## config.mk

```make
export PLATFORM = sky130hd
export DESIGN_NAME = vx_schedule_buffer_flat
export DESIGN_NICKNAME = d
export VERILOG_FILES = /design/src/rtl/vx_schedule_buffer_if.sv /design/src/rtl/vx_schedule_buffer.sv /design/src/flat_wrapper.sv
export SDC_FILE = /design/constraint.sdc
export NUM_CORES = 1
export LEC_CHECK = 0
export BUFFER_PORTS_ARGS = -buffer_cell sky130_fd_sc_hd__buf_2
export CAP_MARGIN = 5
export CELL_PAD_IN_SITES_DETAIL_PLACEMENT = 2
export CELL_PAD_IN_SITES_GLOBAL_PLACEMENT = 2
export CORE_MARGIN = 2
export CORE_UTILIZATION = 40
export CTS_CLUSTER_DIAMETER = 30
export DETAILED_ROUTE_END_ITERATION = 6
export PLACE_DENSITY = 0.85
export SLEW_MARGIN = 25
export SYNTH_ARGS = -nofsm -noshare
export SYNTH_HDL_FRONTEND = slang
export SYNTH_SLANG_ARGS = --single-unit
export TNS_END_PERCENT = 1
```

## constraint.sdc

```tcl
create_clock -name clk -period 4.3 [get_ports clk]
set_clock_uncertainty 0.05 [all_clocks]
set_input_delay 0.215 -clock clk [delete_from_list [all_inputs] [get_ports clk]]
set_output_delay 0.215 -clock clk [all_outputs]
set_load 0.005 [all_outputs]
```

## src/rtl/vx_schedule_buffer_if.sv

```systemverilog
// Schedule->fetch buffer bus: per-lane valid/ready in and out, warp flush, occupancy.
// perf_stalls exists only when VX_SCHED_BUF_PERF_EN is defined.
interface vx_schedule_buffer_if #(
  parameter int SCHEDULE_WIDTH = 1,
  parameter int DATAW          = 39,
  parameter int NW_W           = 2,
  parameter int CNTW           = 2
);
  logic [SCHEDULE_WIDTH-1:0]       in_valid;
  logic [SCHEDULE_WIDTH*DATAW-1:0] in_data;
  logic [SCHEDULE_WIDTH-1:0]       in_ready;
  logic [SCHEDULE_WIDTH-1:0]       out_valid;
  logic [SCHEDULE_WIDTH*DATAW-1:0] out_data;
  logic [SCHEDULE_WIDTH-1:0]       out_ready;
  logic                            flush_valid;
  logic [NW_W-1:0]                 flush_wid;
  logic [SCHEDULE_WIDTH*CNTW-1:0]  occupancy;
`ifdef VX_SCHED_BUF_PERF_EN
  logic [SCHEDULE_WIDTH*32-1:0]    perf_stalls;
`endif

  modport master (
    output in_valid, in_data, out_ready, flush_valid, flush_wid,
`ifdef VX_SCHED_BUF_PERF_EN
    input  perf_stalls,
`endif
    input  in_ready, out_valid, out_data, occupancy
  );

  modport slave (
    input  in_valid, in_data, out_ready, flush_valid, flush_wid,
`ifdef VX_SCHED_BUF_PERF_EN
    output perf_stalls,
`endif
    output in_ready, out_valid, out_data, occupancy
  );
endinterface

```

## src/rtl/vx_schedule_buffer.sv

```systemverilog
// Per-lane DEPTH-entry elastic buffer with per-warp flush; 1-cycle latency, no bypass, in_ready from registered state only.
// Define VX_SCHED_BUF_PERF_EN to add saturating per-lane stall counters on perf_stalls.
module vx_schedule_buffer #(
  parameter int SCHEDULE_WIDTH = 1,
  parameter int DEPTH          = 2,
  parameter int UUID_W         = 1,
  parameter int NW_W           = 2,
  parameter int NT             = 4,
  parameter int XLEN           = 32,
  parameter int DATAW          = UUID_W + NW_W + NT + XLEN,
  parameter int CNTW           = $clog2(DEPTH + 1)
) (
  input  logic                clk,
  input  logic                reset_n,
  vx_schedule_buffer_if.slave bus
);
  localparam int              AW       = $clog2(DEPTH);
  localparam int              WID_LSB  = NT + XLEN;
  localparam logic [AW-1:0]   PTR_ONE  = AW'(1);
  localparam logic [CNTW-1:0] CNT_ONE  = CNTW'(1);
  localparam logic [CNTW-1:0] CNT_FULL = CNTW'(DEPTH);

  for (genvar g = 0; g < SCHEDULE_WIDTH; g++) begin : g_lane
    logic [DATAW-1:0] mem_q [DEPTH];
    logic [DEPTH-1:0] kill_q, kill_d;
    logic [AW-1:0]    rd_ptr_q, rd_ptr_d;
    logic [AW-1:0]    wr_ptr_q, wr_ptr_d;
    logic [CNTW-1:0]  count_q, count_d;
    logic             rdy_q, rdy_d;
    logic [DATAW-1:0] in_dat;
    logic             nonempty, live_head, push, pop, drop, deq;

    assign in_dat    = bus.in_data[g*DATAW +: DATAW];
    assign nonempty  = (count_q != '0);
    assign live_head = nonempty && !kill_q[rd_ptr_q];
    assign push      = bus.in_valid[g] && rdy_q;
    assign pop       = live_head && bus.out_ready[g];
    // A killed head retires on its own, independent of the consumer.
    assign drop      = nonempty && kill_q[rd_ptr_q];
    assign deq       = pop || drop;

    always_comb begin
      kill_d = kill_q;
      if (bus.flush_valid) begin
        for (int j = 0; j < DEPTH; j++) begin
          if (mem_q[j][WID_LSB +: NW_W] == bus.flush_wid) kill_d[j] = 1'b1;
        end
      end
      // The incoming entry must also see a same-cycle flush.
      if (push) begin
        kill_d[wr_ptr_q] = bus.flush_valid && (in_dat[WID_LSB +: NW_W] == bus.flush_wid);
      end
      wr_ptr_d = push ? wr_ptr_q + PTR_ONE : wr_ptr_q;
      rd_ptr_d = deq  ? rd_ptr_q + PTR_ONE : rd_ptr_q;
      count_d  = count_q;
      if (push && !deq)      count_d = count_q + CNT_ONE;
      else if (!push && deq) count_d = count_q - CNT_ONE;
      rdy_d = (count_d != CNT_FULL);
    end

    always_ff @(posedge clk or negedge reset_n) begin
      if (!reset_n) begin
        kill_q   <= '0;
        rd_ptr_q <= '0;
        wr_ptr_q <= '0;
        count_q  <= '0;
        rdy_q    <= 1'b0;
      end else begin
        kill_q   <= kill_d;
        rd_ptr_q <= rd_ptr_d;
        wr_ptr_q <= wr_ptr_d;
        count_q  <= count_d;
        rdy_q    <= rdy_d;
      end
    end

    always_ff @(posedge clk) begin
      if (push) mem_q[wr_ptr_q] <= in_dat;
    end

    assign bus.in_ready[g]                = rdy_q;
    assign bus.out_valid[g]               = live_head;
    assign bus.out_data[g*DATAW +: DATAW] = mem_q[rd_ptr_q];
    assign bus.occupancy[g*CNTW +: CNTW]  = count_q;

`ifdef VX_SCHED_BUF_PERF_EN
    logic [31:0] stall_q;

    always_ff @(posedge clk or negedge reset_n) begin
      if (!reset_n) begin
        stall_q <= '0;
      end else if (bus.in_valid[g] && !rdy_q && (stall_q != '1)) begin
        stall_q <= stall_q + 32'd1;
      end
    end

    assign bus.perf_stalls[g*32 +: 32] = stall_q;
`endif
  end
endmodule

```

## src/flat_wrapper.sv

```systemverilog
// flat-port wrapper written by rule: the top's interface ports become plain ports
module vx_schedule_buffer_flat 
#(
  parameter int SCHEDULE_WIDTH = 1,
  parameter int DEPTH          = 2,
  parameter int UUID_W         = 1,
  parameter int NW_W           = 2,
  parameter int NT             = 4,
  parameter int XLEN           = 32,
  parameter int DATAW          = UUID_W + NW_W + NT + XLEN,
  parameter int CNTW           = $clog2(DEPTH + 1)
)
  (clk, reset_n, bus_in_valid, bus_in_data, bus_out_ready, bus_flush_valid, bus_flush_wid, bus_in_ready, bus_out_valid, bus_out_data, bus_occupancy);
  vx_schedule_buffer_if #(.SCHEDULE_WIDTH(SCHEDULE_WIDTH), .DATAW(DATAW), .NW_W(NW_W), .CNTW(CNTW)) bus_i ();
  input  logic clk;
  input  logic reset_n;
  input wire logic [$bits(bus_i.in_valid)-1:0] bus_in_valid;
  input wire logic [$bits(bus_i.in_data)-1:0] bus_in_data;
  input wire logic [$bits(bus_i.out_ready)-1:0] bus_out_ready;
  input wire logic [$bits(bus_i.flush_valid)-1:0] bus_flush_valid;
  input wire logic [$bits(bus_i.flush_wid)-1:0] bus_flush_wid;
  output wire logic [$bits(bus_i.in_ready)-1:0] bus_in_ready;
  output wire logic [$bits(bus_i.out_valid)-1:0] bus_out_valid;
  output wire logic [$bits(bus_i.out_data)-1:0] bus_out_data;
  output wire logic [$bits(bus_i.occupancy)-1:0] bus_occupancy;
  assign bus_i.in_valid = bus_in_valid;
  assign bus_i.in_data = bus_in_data;
  assign bus_i.out_ready = bus_out_ready;
  assign bus_i.flush_valid = bus_flush_valid;
  assign bus_i.flush_wid = bus_flush_wid;
  assign bus_in_ready = bus_i.in_ready;
  assign bus_out_valid = bus_i.out_valid;
  assign bus_out_data = bus_i.out_data;
  assign bus_occupancy = bus_i.occupancy;
  vx_schedule_buffer #(.SCHEDULE_WIDTH(SCHEDULE_WIDTH), .DEPTH(DEPTH), .UUID_W(UUID_W), .NW_W(NW_W), .NT(NT), .XLEN(XLEN), .DATAW(DATAW), .CNTW(CNTW)) u_core (.clk(clk), .reset_n(reset_n), .bus(bus_i));
endmodule
```

==> impl_results.md <==
* Number of global-route vias before repair at 2157
* H-Tree Depth at 3
* Leak pwr at 1.656 nW
* Slowest cell delay on critical path at 1000 ps
* CTS tree: yes
* Hold WC Path Type: in -> reg
* Sink Count at 85
* Final wirelength at 7880 um
* Synth unique cells at 20
* Synth warn at 0
* CP startpoint: u_core.g_lane[0].rd_ptr_q$_DFFE_PN0P_
* Post-CTS Setup Inserts at 0
* Syn nets at 210
* Fmax at 424.9 MHz
* Total global-route track usage at 18.42%
* Top Usage Layer GRT: met2
* Final core occ at 55.46%
* Met1 Use GR at 20.95%
* Crit share post-route at 54.74%
* Largest net degree at the start of global routing at 42
* Number of buffers on the longest clock path at 2
* IO Port Bufs at 88
* # diodes at 0
* Hold Crit Start: bus_in_data[25]
* Final HPWL DP at 5260 um
* CTS root buf: clkbuf_8
* Critical R2R Launch: u_core.bus.in_ready$_DFF_PN0_
* Fillers at 697
* Sequential area share after synthesis at 77.53%
* RSZ-0062 raised after global routing: false
* Setup TNS at 0 ps
* Clk_lat worst skew at 350 ps
* Peak supply drop at 0.0002518 V
* CTS Buf Count at 9
* Initial core utilization at 41.59%
* Initial detailed-routing violation count at 48
* Die Span Y at 94.10 um
* Share of layout cells above drive strength 1 at 50.34%
* Worst Path Arrival at 2090 ps
* Outcome: finished, final reports clean
* Chip Width at 94.10 um
* Vias at 1902
* Area delta synth->final at 33.37%
* Kind of end point of the critical path: output port
* Placed inst area at 3825 um^2
* Crit path cell chain: mux2i_1 -> nor2b_1 -> buf_2
* FF-to-FF setup slack at 2340 ps
* Met3 usage in global routing at 6.019%
* Clock transition at path regs at 80 ps
* Final worst slack at 1946 ps
* Worst Tran Pin Value at 966.5 ps
* Bufs and invs on worst path at 1
* Most frequent cells in the layout: 88 x buf_2, 78 x edfxtp_1, 40 x mux2_2
* Post-Synthesis Cells at 163
* Max Transition Viols Final at 0
* Final Hold Fails at 0
* Drt drc at 0
* Relative slew slack at 35.56%
* GRT overflow at 0
* Gpl congestion at 0.6841
* I/O pin count at 89
* Maxcap violations at 0
* Commonest non-fill, non-tap cell in the layout: buf_2
* Critical path depth at 3
* DR WL/cell at 19.90 um
* Pwr/cell area at 602.7 nW/um^2
* Row cnt at 32
* Cell with the largest stage delay on the worst path: dfrtp_2
* Met2 Use GR at 33.33%
* Post-route cell area at 4330 um^2
* Critical path required time at 4030 ps
* Place WS at 2299 ps
* Hold path depth at 1
* 1st-pass router iterations at 4
* FF/Latch Area at 2519 um^2
* Initial antenna violation count at 0
* Startpoint Class: register
* Setup CP Type: reg -> out
* Area of the multi-input gates at 703.2 um^2
* Worst reg-to-reg path cell count at 4
* Core area at 7807 um^2
* Max FO, Critical Path at 41
* Cell area after synthesis at 3247 um^2
* Final Setup Violations at 0
* #FFs+latches synth at 85
* Synth Area per Inst at 19.92 um^2
* Final ANT Viol Nets at 0
* Nets at 336
* Via density per instance at 4.803
* Min Tclk post-route at 2354 ps
* First-pass GRT wire length at 11790 um
* Die ar. at 8854 um^2
* Crit path max-delay family: flip-flops
[cell families after synthesis]
kind of cell | after synthesis | share of synthesized area, %
fa+ha+maj | 1 | 0.3853
flops | 85 | 77.53
xor+xnor | 10 | 2.698
simple gates | 8 | 1.272
compound gates | 4 | 0.8864
buf+inv | 8 | 1.195
mux | 47 | 16.03
[state kept, by name, indices dropped and copies added (netlist names)]
register                count
u_core.g_lane.mem_q        78
u_core.bus.occupancy        2
u_core.g_lane.kill_q        2
u_core.bus.in_ready         1
u_core.g_lane.rd_ptr_q      1
u_core.g_lane.wr_ptr_q      1
[synthesized netlist by cell type, drive strengths merged]
| cell type | instances | area (um^2) |
|---|---|---|
| a21oi | 2 | 13.76 |
| a311oi | 1 | 8.760 |
| a31oi | 1 | 6.260 |
| and3 | 1 | 6.260 |
| buf | 5 | 27.53 |
| dfrtp | 7 | 175.2 |
| edfxtp | 78 | 2342 |
| ha | 1 | 12.51 |
| inv | 3 | 11.26 |
| mux2 | 40 | 450.4 |
| mux2i | 7 | 70.07 |
| nand2 | 2 | 7.510 |
| nand2b | 2 | 12.51 |
| nand3 | 1 | 5.000 |
| nor2 | 1 | 3.750 |
| nor2b | 1 | 6.260 |
| xnor2 | 9 | 78.83 |
| xor2 | 1 | 8.760 |
[per-stage QoR]
step	hold slack [ps]	cells	power [mW]
CTS	0.1076	389	2.637
detailed placement	14.65	349	2.070
global placement	13.75	348	1.987
finish	22.86	396	2.610
floorplan	-130.6	163	1.704
global route	1.292	396	2.756
[layer usage]
layer / share of wire [%] / vias up
met5: 0 / -
met4: 1.2 / 0
met3: 5.5 / 10
met2: 56 / 77
met1: 37 / 941
li1: - / 874
[final cells by class]
class | instances | area share [%]
clock buffers | 10 | 2.947
clock inverters | 6 | 1.474
inverters | 3 | 0.2600
multi-input cells | 70 | 16.24
flip-flops and latches | 85 | 58.16
well taps | 102 | 2.947
repair buffers | 120 | 17.97
[path summary, 6_finish.rpt]
kind | to
max in group asynchronous | u_core.g_lane[0].rd_ptr_q$_DFFE_PN0P_
min in group asynchronous | u_core.g_lane[0].wr_ptr_q$_DFFE_PN0N_
worst max-delay path | bus_out_valid
worst max register to register | u_core.g_lane[0].kill_q[0]$_DFF_PN0_
worst min register to register | u_core.g_lane[0].kill_q[1]$_DFF_PN0_
worst min-delay path | u_core.g_lane[0].mem_q[0][25]$_DFFE_PP_
[power by group]
| part | internal [mW] | total, mW | switching, mW |
|---|---|---|---|
| Combinational | 0.430 | 0.797 | 0.366 |
| Sequential | 1.12 | 1.27 | 0.146 |
| Clock | 0.267 | 0.548 | 0.280 |
| Total | 1.82 | 2.61 | 0.793 |
[what timing repair did]
| action | in CTS | in global routing |
|---|---|---|
| gates resized for setup | 0 | 0 |
| endpoints found under the hold margin | 52 | 11 |
| hold buffers | 24 | 7 |
Power figures use the tool's default switching activity.
